`src/rtl/nn_infer_pkg.sv`:
```
// Shared types and sizing helpers for the encrypted-NN inference sequencer.
// Default-configuration constants mirror the address looper's build parameters.
package nn_infer_pkg;

    localparam int DEPTH_DEF  = 100;
    localparam int K_DEF      = 502;
    localparam int NN_OUT_DEF = 10;
    localparam int RD_CNT_W   = 17;

    typedef logic [2:0] state_t;

    localparam state_t ST_IDLE  = 3'd0;
    localparam state_t ST_INIT  = 3'd1;
    localparam state_t ST_RUN   = 3'd2;
    localparam state_t ST_DRAIN = 3'd3;
    localparam state_t ST_DONE  = 3'd4;

    typedef struct packed {
        logic       valid;
        logic       first;
        logic       last;
        logic [5:0] nn;
    } tag_t;

    function automatic int half_k(input int k);
        return k / 2;
    endfunction

    function automatic int total_reads(input int depth, input int k, input int nn_out);
        return depth * (k / 2) * nn_out;
    endfunction

    localparam int HALF_K      = half_k(K_DEF);
    localparam int TOTAL_READS = total_reads(DEPTH_DEF, K_DEF, NN_OUT_DEF);

endpackage

```
`src/rtl/nn_tag_delay.sv`:
```
// Fixed RD_LAT-deep delay line for per-read tags, with synchronous flush.
// Latency RD_LAT cycles; shifts every cycle, no back-pressure.
module nn_tag_delay
    import nn_infer_pkg::*;
#(
    parameter int RD_LAT = 2
) (
    input  logic clk_in,
    input  logic rst_in,
    input  logic flush_in,
    input  tag_t tag_in,
    output tag_t tag_out,
    output logic any_valid_out
);

    tag_t pipe [RD_LAT];

    always_ff @(posedge clk_in) begin
        if (rst_in || flush_in) begin
            for (int i = 0; i < RD_LAT; i++) pipe[i] <= '0;
        end else begin
            pipe[0] <= tag_in;
            for (int i = 1; i < RD_LAT; i++) pipe[i] <= pipe[i-1];
        end
    end

    assign tag_out = pipe[RD_LAT-1];

    always_comb begin
        any_valid_out = 1'b0;
        for (int i = 0; i < RD_LAT; i++) any_valid_out = any_valid_out | pipe[i].valid;
    end

endmodule

```
`src/rtl/nn_infer_sequencer.sv`:
```
// Run controller for nn_addr_looper: paces its steps, turns fresh addresses into BRAM reads.
// Tags reach the accumulator RD_LAT cycles after rd_en_out; acc_ready_in only throttles lp_begin_out.
module nn_infer_sequencer
    import nn_infer_pkg::*;
#(
    parameter int DEPTH  = 100,
    parameter int K      = 502,
    parameter int NN_OUT = 10,
    parameter int RD_LAT = 2
) (
    input  logic        clk_in,
    input  logic        rst_in,
    input  logic        start_in,
    input  logic        abort_in,
    input  logic        acc_ready_in,
    input  logic        lp_addr_valid_in,
    input  logic        lp_done_in,
    input  logic [5:0]  lp_nn_in,
    input  logic [7:0]  lp_k_in,
    output logic        lp_rst_out,
    output logic        lp_begin_out,
    output logic        rd_en_out,
    output logic        acc_en_out,
    output logic        acc_first_out,
    output logic        acc_last_out,
    output logic [5:0]  acc_nn_out,
    output logic        busy_out,
    output logic        done_out,
    output logic [16:0] rd_count_out
);

    localparam int HK      = half_k(K);
    localparam int TOT     = total_reads(DEPTH, K, NN_OUT);
    localparam int CNT_LIM = (1 << RD_CNT_W) - 1;
    localparam logic [16:0] CNT_MAX = '1;
    localparam logic [16:0] EXP_CNT = 17'((TOT > CNT_LIM) ? CNT_LIM : TOT);

    state_t state, state_nxt;
    logic   step_q;
    logic   in_run;
    logic   flush;
    logic   pipe_busy;
    tag_t   tag_in, tag_out;

    assign in_run = (state == ST_RUN);
    assign flush  = abort_in && (state != ST_IDLE);

    always_comb begin
        state_nxt = state;
        case (state)
            ST_IDLE:  if (start_in) state_nxt = ST_INIT;
            ST_INIT:  state_nxt = ST_RUN;
            ST_RUN:   if (lp_done_in) state_nxt = ST_DRAIN;
            ST_DRAIN: if (!pipe_busy) state_nxt = ST_DONE;
            ST_DONE:  state_nxt = ST_IDLE;
            default:  state_nxt = ST_IDLE;
        endcase
        if (flush) state_nxt = ST_IDLE;
    end

    always_ff @(posedge clk_in) begin
        if (rst_in) begin
            state  <= ST_IDLE;
            step_q <= 1'b0;
        end else begin
            state  <= state_nxt;
            step_q <= lp_begin_out;
        end
    end

    // The looper repeats its last address while not stepped, so only an address
    // produced by a step taken last cycle (step_q) is a new read.
    assign lp_rst_out   = (state == ST_IDLE) || (state == ST_INIT);
    assign lp_begin_out = in_run && acc_ready_in && !lp_done_in;
    assign rd_en_out    = in_run && lp_addr_valid_in && step_q && !lp_done_in && !abort_in;
    assign busy_out     = (state != ST_IDLE);
    assign done_out     = (state == ST_DONE);

    always_ff @(posedge clk_in) begin
        if (rst_in) begin
            rd_count_out <= '0;
        end else if ((state == ST_IDLE) && start_in) begin
            rd_count_out <= '0;
        end else if (rd_en_out && (rd_count_out != CNT_MAX)) begin
            rd_count_out <= rd_count_out + 1'b1;
        end
    end

    always_comb begin
        tag_in       = '0;
        tag_in.valid = rd_en_out;
        tag_in.first = (lp_k_in == 8'd0);
        tag_in.last  = (lp_k_in == 8'(HK - 1));
        tag_in.nn    = lp_nn_in;
    end

    nn_tag_delay #(.RD_LAT(RD_LAT)) u_tag_delay (
        .clk_in        (clk_in),
        .rst_in        (rst_in),
        .flush_in      (flush),
        .tag_in        (tag_in),
        .tag_out       (tag_out),
        .any_valid_out (pipe_busy)
    );

    assign acc_en_out    = tag_out.valid;
    assign acc_first_out = tag_out.valid && tag_out.first;
    assign acc_last_out  = tag_out.valid && tag_out.last;
    assign acc_nn_out    = tag_out.valid ? tag_out.nn : 6'd0;

    a_run_count: assert property (@(posedge clk_in) disable iff (rst_in)
        (state == ST_DONE) |-> (rd_count_out == EXP_CNT));

endmodule

```
`config.mk`:
```
export PLATFORM = sky130hd
export DESIGN_NAME = nn_infer_sequencer
export DESIGN_NICKNAME = d
export VERILOG_FILES = /design/src/rtl/nn_infer_pkg.sv /design/src/rtl/nn_tag_delay.sv /design/src/rtl/nn_infer_sequencer.sv
export SDC_FILE = /design/constraint.sdc
export NUM_CORES = 1
export LEC_CHECK = 0
export BUFFER_PORTS_ARGS = -buffer_cell sky130_fd_sc_hd__buf_2
export CAP_MARGIN = 20
export CORE_ASPECT_RATIO = 1.2
export CORE_MARGIN = 5
export CORE_UTILIZATION = 44
export CTS_CLUSTER_DIAMETER = 120
export DETAILED_ROUTE_END_ITERATION = 8
export PLACE_DENSITY = 0.71
export SETUP_SLACK_MARGIN = 0.05
export SYNTH_ARGS = -nofsm -noshare
export SYNTH_HDL_FRONTEND = slang
export SYNTH_SLANG_ARGS = --single-unit
```
`constraint.sdc`:
```
create_clock -name clk_in -period 3.25 [get_ports clk_in]
set_clock_uncertainty 0.05 [all_clocks]
set_input_delay 0.1625 -clock clk_in [delete_from_list [all_inputs] [get_ports clk_in]]
set_output_delay 0.1625 -clock clk_in [all_outputs]
set_load 0.02 [all_outputs]
```
==> impl_metrics.env <==
export IMPL_intPower_mw=0.767
export IMPL_via_per_inst=5.13
export IMPL_rr_worst_depth=10
export IMPL_ys_seq_area_share_pct=48.3
export IMPL_critPathBufInv=1
export IMPL_hp_class="in -> reg"
export IMPL_coreArea_mm2=0.00360
export IMPL_ys_types=36
export IMPL_r2r_end="rd_count_out[8]$_SDFFE_PP0P_"
export IMPL_drt_pass1_iter_count=4
export IMPL_ios=52
export IMPL_hp_start="lp_nn_in[3]"
export IMPL_wl_met2_um=1430
export IMPL_postRouteAntennaNets=0
export IMPL_worstPathCellList="ha_1 -> and2_1 -> nand3_1 -> nor4_1 -> ha_1 -> nor4bb_1 -> buf_4 -> nand2_1 -> or4_1 -> a21oi_1"
export IMPL_grt_usage_pct=14.4
export IMPL_overflow=0
export IMPL_synthesis_nets=191
export IMPL_placed_area_mm2=0.00190
export IMPL_setup_viol=0
export IMPL_whs_ps=20.3
export IMPL_numClockSinks=39
export IMPL_combPwrFrac_pct=7.1
export IMPL_drt_initial_drc_count=23
export IMPL_clock_root_buffer="clkbuf_8"
export IMPL_cts_buffers=5
export IMPL_ys_seq_elements=39
export IMPL_synth_edff_count=0
export IMPL_async_flop_share_pct=0
export IMPL_yosys_top_cells_area="dfxtp_1 (48%), and2_1 (11%), a21oi_1 (3.7%)"
export IMPL_worst_path_stages=10
export IMPL_route_layer_met1_wl_um=1560
export IMPL_startpoint="rd_count_out[0]$_SDFFE_PP0P_"
export IMPL_relSlewSlack_pct=48.6
export IMPL_routedWlPerCell_um=12.7
export IMPL_worst_ep_required_time_ps=3420
export IMPL_clkTransAtPathRegs_ps=70
export IMPL_p_sw_mw=0.207
export IMPL_via_count=1344
export IMPL_clk_latency_ps=290
export IMPL_cp_common_cell="ha_1"
export IMPL_cts_tree="built"
export IMPL_run_status="completed"
export IMPL_r2r_start="rd_count_out[0]$_SDFFE_PP0P_"
export IMPL_wl_met3_um=283
export IMPL_vdd_drop_max_mv=0.354
export IMPL_worst_setup_path_start_kind="register"
export IMPL_min_period_ps=2730
export IMPL_yosys_warnings=0
export IMPL_synth_top_area_share_pct=48.3
export IMPL_endpoint="rd_count_out[8]$_SDFFE_PP0P_"
export IMPL_fin_nets=245
export IMPL_cp_slowest_cell="or4_1"
export IMPL_area_growth_pct=25.2
export IMPL_dp_hpwl_um=2470
export IMPL_syn_area_mm2=0.00162
export IMPL_tightest_slew_ps=771
export IMPL_crit_arrival_ps=2890
export IMPL_place_gp_congestion=0.798
export IMPL_stdcell_area_mm2=0.00202
export IMPL_total_power_mw=0.974
export IMPL_antenna_cells=0
export IMPL_p_per_area_mw_per_mm2=482
export IMPL_hold_viol_final=0
export IMPL_dieHeight_um=76.4
export IMPL_grt_max_degree=18
export IMPL_fin_tns_setup_ps=0
export IMPL_rsz0062_at_grt="no"
export IMPL_cts_resized=0
export IMPL_wl_um=3340
export IMPL_antenna_found_initial=0
export IMPL_end_kind="register"
export IMPL_num_rows=24
export IMPL_cts_setup_buffers=0
export IMPL_die_width_um=65.3
export IMPL_drive_gt1_share_pct=30.0
export IMPL_die_area_mm2=0.00499
export IMPL_final_max_slew_viol_count=0
export IMPL_crit_fanout=11
export IMPL_fmax_mhz=367
export IMPL_clockBufferDepth=2
export IMPL_fin_crit_sh_pct=83.9
export IMPL_leakage_nw=0.893
export IMPL_grt_pass1_vias=1210
export IMPL_grt_first_pass_wirelength_um=5650
export IMPL_cpPeakStageDelay_ps=460
export IMPL_placement_io_buffers=51
export IMPL_drc=0
export IMPL_p_sw_share_pct=21.2
export IMPL_syn_avg_cell_area_um2=9.61
export IMPL_netlist_instances=168
export IMPL_synth_ff_type="dfxtp_1"
export IMPL_start_util_pct=44.8
export IMPL_htree_levels=2
export IMPL_path_class="reg -> reg"
export IMPL_cp_top_family="simple AND/OR/NAND/NOR gates"
export IMPL_top_layer="met4"
export IMPL_clockPowerShare_pct=41.9
export IMPL_yosys_area_top_type="dfxtp_1"
export IMPL_reg2reg_slack_ps=520
export IMPL_seqPwrFrac_pct=51.0
export IMPL_cap_viol_max_count=0
export IMPL_cts_hold_buf=0
==> cell usage in the layout (no fill, tap or decap), types with 3 or more instances in the layout <==
cell / n
a21oi_1: 12
and2_1: 28
buf_2: 51
clkbuf_8: 6
dfxtp_1: 39
inv_1: 3
nand2_1: 7
nand3_1: 8
nand4_1: 6
nor2_1: 11
o21ai_0: 3
o31ai_1: 5
or3_1: 4
or4_1: 6
xor2_1: 6
==> Yosys cell counts, types with 2 or more instances <==
library cell and instances:
a21oi_1 12, and2_1 28, and3_1 2, and4_1 2
buf_2 3, clkbuf_1 2, dfxtp_1 39, ha_1 2
inv_1 3, nand2_1 7, nand3_1 8, nand4_1 6
nor2_1 11, nor3_1 2, o21ai_0 3, o31ai_1 5
or3_1 4, or4_1 6, xor2_1 6
==> logic make-up (layout without fill, tap and decap cells) <==
kind of cell,count (synthesis),in the layout,synth area share (%)
adder cells (fa/ha/maj),2,2,1.55
flip-flops,39,39,48.3
AO/OA/AOI/OAI,23,23,8.60
AND/OR/NAND/NOR,88,88,35.2
XOR/XNOR,7,7,3.80
buffers and inverters,9,64,2.56
==> final cells by class <==
cell class / count / area [um2]
clock buffer: 6 / 82.6
clock inverter: 2 / 35.0
fill: 340 / 1580
inverter: 3 / 11.3
multi-input combinational: 120 / 793
sequential: 39 / 781
tap: 39 / 48.8
timing repair buffer: 53 / 270
==> routing by layer <==
metal / vias up / global-route usage (%)
met5: - / 0
met4: 0 / 5.60
met3: 5 / 5.31
met2: 46 / 21.2
met1: 589 / 19.0
li1: 704 / -
==> how the worst min path moves through the flow <==
stage                                        end  slack (ps)  cells past startpoint
2_1_floorplan  u_tag_delay.pipe[0][7]$_SDFF_PP0_         180                      1
3_3_place_gp   u_tag_delay.pipe[0][5]$_SDFF_PP0_         310                      2
3_5_place_dp   u_tag_delay.pipe[0][5]$_SDFF_PP0_         320                      2
4_1_cts        u_tag_delay.pipe[0][5]$_SDFF_PP0_          10                      2
5_1_grt        u_tag_delay.pipe[0][3]$_SDFF_PP0_          20                      2
6_report       u_tag_delay.pipe[0][3]$_SDFF_PP0_          20                      2
==> stage by stage <==
stage / setup WS [ps] / utilization [%] / instances
global placement: 685 / 52.8 / 254
CTS: 556 / 56.1 / 262
detailed placement: 600 / 52.8 / 254
finish: 522 / 56.1 / 262
global route: 296 / 56.1 / 262
floorplan: 737 / - / 168
==> flip-flops by register name (all words and copies together) (netlist names) <==
name / cells
u_tag_delay.pipe: 18
step_q: 1
state: 3
rd_count_out: 17
==> power by group through the flow <==
stage	sequential (mW)	clock [mW]	combinational (mW)
2_1_floorplan	0.507	0	0.0454
3_5_place_dp	0.508	0	0.0697
3_3_place_gp	0.508	0	0.0695
4_1_cts	0.497	0.425	0.0697
6_report	0.497	0.409	0.0690
5_1_grt	0.499	0.442	0.0770
Note: power is estimated with default switching activity, not from simulation.
